$ cat config.mk
export PLATFORM = sky130hd
export DESIGN_NAME = lakespec_config_loader
export DESIGN_NICKNAME = d
export VERILOG_FILES = /design/src/rtl/lakespec_config_loader.sv
export SDC_FILE = /design/constraint.sdc
export NUM_CORES = 2
export LEC_CHECK = 0
export ABC_AREA = 1
export BUFFER_PORTS_ARGS = -buffer_cell sky130_fd_sc_hd__buf_2
export CAP_MARGIN = 20
export CELL_PAD_IN_SITES_DETAIL_PLACEMENT = 0
export CELL_PAD_IN_SITES_GLOBAL_PLACEMENT = 1
export CORE_MARGIN = 1
export CORE_UTILIZATION = 48
export CTS_CLUSTER_DIAMETER = 100
export DETAILED_ROUTE_END_ITERATION = 10
export PLACE_DENSITY_LB_ADDON = 0.1
export SYNTH_ARGS = -nofsm -noshare
export SYNTH_HDL_FRONTEND = slang
export SYNTH_SLANG_ARGS = --single-unit
$ cat constraint.sdc
create_clock -name clk -period 3.2 [get_ports clk]
set_clock_uncertainty 0.1 [all_clocks]
set_input_delay 0.32 -clock clk [delete_from_list [all_inputs] [get_ports clk]]
set_output_delay 0.32 -clock clk [all_outputs]
set_load 0.03 [all_outputs]
$ cat src/rtl/lakespec_config_loader.sv
// Lakespec configuration loader: collects words into a shadow register,
// commits the full vector atomically, then holds flush for a fixed burst.
module lakespec_config_loader #(
  parameter int CONFIG_WIDTH = 550,
  parameter int WORD_WIDTH   = 32,
  parameter int FLUSH_CYCLES = 4,
  localparam int NUM_WORDS   = (CONFIG_WIDTH + WORD_WIDTH - 1) / WORD_WIDTH,
  localparam int CNT_W       = $clog2(NUM_WORDS + 1)
) (
  input  logic                    clk,
  input  logic                    rst_n,
  input  logic                    cfg_start,
  input  logic                    cfg_word_valid,
  input  logic [WORD_WIDTH-1:0]   cfg_word_data,
  output logic                    cfg_word_ready,
  output logic [CONFIG_WIDTH-1:0] config_memory_size_550,
  output logic                    flush,
  output logic                    cfg_done,
  output logic                    cfg_err,
  output logic [CNT_W-1:0]        word_count
);

  localparam int SH_W = NUM_WORDS * WORD_WIDTH;

  typedef enum logic [1:0] {
    S_IDLE,
    S_LOAD,
    S_FLUSH,
    S_RUN
  } state_e;

  state_e                  state_q, state_d;
  logic [SH_W-1:0]         shadow_q, shadow_d;
  logic [CONFIG_WIDTH-1:0] cfg_q, cfg_d;
  logic [CNT_W-1:0]        cnt_q, cnt_d;
  logic [7:0]              fcnt_q, fcnt_d;
  logic                    err_q, err_d;
  logic                    accept;
  logic                    last;

  assign accept = (state_q == S_LOAD) && cfg_word_valid;
  assign last   = (cnt_q == CNT_W'(NUM_WORDS - 1));

  always_ff @(posedge clk or negedge rst_n) begin
    if (!rst_n) begin
      state_q  <= S_IDLE;
      shadow_q <= '0;
      cfg_q    <= '0;
      cnt_q    <= '0;
      fcnt_q   <= '0;
      err_q    <= 1'b0;
    end else begin
      state_q  <= state_d;
      shadow_q <= shadow_d;
      cfg_q    <= cfg_d;
      cnt_q    <= cnt_d;
      fcnt_q   <= fcnt_d;
      err_q    <= err_d;
    end
  end

  always_comb begin
    state_d  = state_q;
    shadow_d = shadow_q;
    cfg_d    = cfg_q;
    cnt_d    = cnt_q;
    fcnt_d   = fcnt_q;
    err_d    = err_q;
    unique case (state_q)
      S_IDLE, S_RUN: begin
        if (cfg_start) begin
          state_d  = S_LOAD;
          shadow_d = '0;
          cnt_d    = '0;
          err_d    = 1'b0;
        end
      end
      S_LOAD: begin
        if (cfg_start) err_d = 1'b1;
        if (accept) begin
          for (int k = 0; k < NUM_WORDS; k++) begin
            if (cnt_q == CNT_W'(k))
              shadow_d[k*WORD_WIDTH +: WORD_WIDTH] = cfg_word_data;
          end
          cnt_d = cnt_q + CNT_W'(1);
          // Commit includes the word accepted on this same edge.
          if (last) begin
            state_d = S_FLUSH;
            cfg_d   = shadow_d[CONFIG_WIDTH-1:0];
            fcnt_d  = '0;
          end
        end
      end
      S_FLUSH: begin
        if (cfg_start) err_d = 1'b1;
        if (fcnt_q == 8'(FLUSH_CYCLES - 1)) state_d = S_RUN;
        else fcnt_d = fcnt_q + 8'd1;
      end
      default: state_d = S_IDLE;
    endcase
  end

  assign cfg_word_ready         = (state_q == S_LOAD);
  assign flush                  = (state_q == S_FLUSH);
  assign cfg_done               = (state_q == S_RUN);
  assign cfg_err                = err_q;
  assign word_count             = cnt_q;
  assign config_memory_size_550 = cfg_q;

endmodule

==> results.yml <==
clocking:
  cts_tree: "done"
  cts.repair.resized: 0
  cts_max_path_buffers: 3
  clock-root-buffer: "clkbuf_16"
  cts.sinks: 1115
  cts_buffers: 117
  cts.clk_slew.worst_paths_ns: 0.06
  clock_latency_ns: 0.70
  h-tree-depth: 3
drt:
  dr_total_vias: 37000
  drt_iter0_markers: 3896
  drc_errors: 0
  wl_per_cell_um: 22.1
  via_per_inst: 5.46
  wl_mm: 150
  drtPass1Iterations: 6
  final_antenna_net_count: 0
critical_path:
  timing.rr.start: "word_count[1]$_DFFE_PN0P_"
  cp.arrival_ns: 2.95
  r2r_end: "config_memory_size_550[289]$_DFFE_PN0P_"
  end_kind: "flop"
  r2r_slack_ns: 0.69
  endpoint: "config_memory_size_550[289]$_DFFE_PN0P_"
  critPathRequiredTime_ns: 3.64
  startpoint: "word_count[1]$_DFFE_PN0P_"
  critPathLaunchType: "flop"
  critPathKind: "reg -> reg"
  r2r_cells: 8
  critPathMaxFanout: 67
synthesis:
  synth_top_area_frac: 0.613
  synth_area_um2: 45500
  syn_area_per_cell_um2: 9.14
  synthesis.instances: 4982
  synth-seq-area-share: 0.613
  ys_ff_latch: 1115
  synthTopCellsByArea: "dfrtp_1, o21ai_0, nand2_1, o22ai_1, inv_1"
  synth.distinct_cells: 27
  syn_nets: 5028
  synth.largest_area_cell: "dfrtp_1"
  yosys_warnings: 0
finish:
  final-seq-area_um2: 27900
  final_cell_mix: "nand2_1, dfrtp_1, o21ai_0"
  multiInputGateArea_um2: 13800
  post-route-util: 0.577
  area_growth_pct: 18.6
  postLayoutCellArea_um2: 54000
  mostFrequentLayoutCell: "nand2_1"
  fillCellCount: 8594
  nets: 5481
  drive_above_1_share: 0.168
floorplanning:
  start_util: 0.486
  core_region_area_um2: 93600
  die_w_um: 310
  dieHeight_um: 310
  rows: 112
  die_area_um2: 96100
  ios: 595
global_route:
  grt_pass1_wl_mm: 222
  grt_max_degree: 135
  grt_use_total: 0.310
  grt-ovfl-total: 0
  antenna_found_initial: 24
  grt_pass1_vias: 34100
pwr:
  p_per_area_nw_per_um2: 684
  p_leak_uw: 0.0280
  peakVddDrop_mv: 0.771
  power.total_uw: 36900
timing:
  drv_slew: 0
  rsz0062_at_grt: "false"
  worst_slew_pin_slew_ns: 1.12
  fin_crit_sh: 0.785
  hold_ws_ns: 0.0891
  fin_tns_setup_ns: 0
  hold_viol: 0
  max-slew-margin-rel: 0.253
  finalSetupViolCount: 0
  fin_crit_ns: 2.51
  fmax_mhz: 398
place:
  placed_area_um2: 50100
  gp_congestion: 0.797
  portBuffers: 594
  hpwl_mm: 92.8
flow_run:
  drv_cap: 0
status:
  status: "completed"
worst_hold_path:
  hold_class: "in -> async"
kinds of logic after synthesis:
family	share of synthesized area
buffers and inverters	0.0849
flip-flops	0.613
adder cells (fa/ha/maj)	0.00275
AND/OR/NAND/NOR	0.102
XOR/XNOR	0.000192
AO/OA/AOI/OAI	0.198
Yosys cell counts:
| cell type | count |
|---|---|
| nor2_4 | 1 |
| nand2_2 | 11 |
| ha_1 | 10 |
| nand3_4 | 1 |
| buf_2 | 80 |
| buf_6 | 3 |
| a21oi_1 | 5 |
| buf_1 | 12 |
| nand3_1 | 14 |
| clkbuf_2 | 7 |
| buf_4 | 7 |
| o21ai_0 | 937 |
| o21ai_2 | 1 |
| nor2_2 | 4 |
| nand2_1 | 1150 |
| clkbuf_1 | 273 |
| nor2_1 | 21 |
| nand3b_1 | 1 |
| xor2_1 | 1 |
| inv_2 | 1 |
| o21ai_1 | 168 |
| nor3_1 | 2 |
| inv_1 | 605 |
| nor2_8 | 1 |
| o22ai_1 | 550 |
| or2_2 | 1 |
| dfrtp_1 | 1115 |
sequential cells by signal, indices dropped and copies added, names as in the netlist:
signal / flops
fcnt_q: 8
state_q: 2
config_memory_size_550: 550
word_count: 5
shadow_q: 549
cfg_err: 1
repair_timing:
action,4_1_cts,5_1_grt
hold buffers,3,0
setup buffers,0,0
hold endpoints to repair,85,0
power by group:
part	leakage, µW	internal, µW	total, µW	switching (µW)
clock network	0.00193	8180	13800	5630
logic	0.0105	1880	8270	6390
registers	0.0155	14700	14800	190
total	0.0280	24700	36900	12200
worst min-delay path by stage:
stage                     start                                     end  slack [ns]  cells past startpoint
final                     rst_n  config_memory_size_550[14]$_DFFE_PN0P_        0.09                      2
after global routing      rst_n  config_memory_size_550[14]$_DFFE_PN0P_        0.12                      2
after CTS                 rst_n  config_memory_size_550[14]$_DFFE_PN0P_        0.09                      2
after detailed placement  rst_n  config_memory_size_550[14]$_DFFE_PN0P_        0.24                      1
after global placement    rst_n  config_memory_size_550[14]$_DFFE_PN0P_        0.24                      1
after floorplan           rst_n                     cfg_err$_DFFE_PN0P_       -0.08                      0
per-layer routing:
layer	global-route usage	share of wire
met5	0	0
met3	0.0406	0.071
met1	0.463	0.44
met2	0.472	0.46
met4	0.0910	0.025
per-stage QoR:
step                cells  setup WS (ns)
finish               6782          0.688
global route         6777          0.443
CTS                  6777          0.679
detailed placement   6567          0.695
global placement     6567          0.736
floorplan            4982           1.06
worst max-delay path, cell delays in order (launching register included):
cell	delay, ns
dfrtp_1	0.41
inv_1	0.09
ha_1	0.23
nand3_4	0.17
inv_2	0.06
nand2_4	0.32
buf_12	0.22
buf_4	0.53
o21ai_0	0.20
cell type report:
cell class	count	area share
timing repair buffer	716	0.0839
clock inverter	31	0.00674
multi-input combinational	2879	0.256
sequential	1115	0.517
tap	1254	0.0291
antenna	5	0.000232
clock buffer	176	0.0654
inverter	606	0.0421
(Power assumes the default switching activity.)
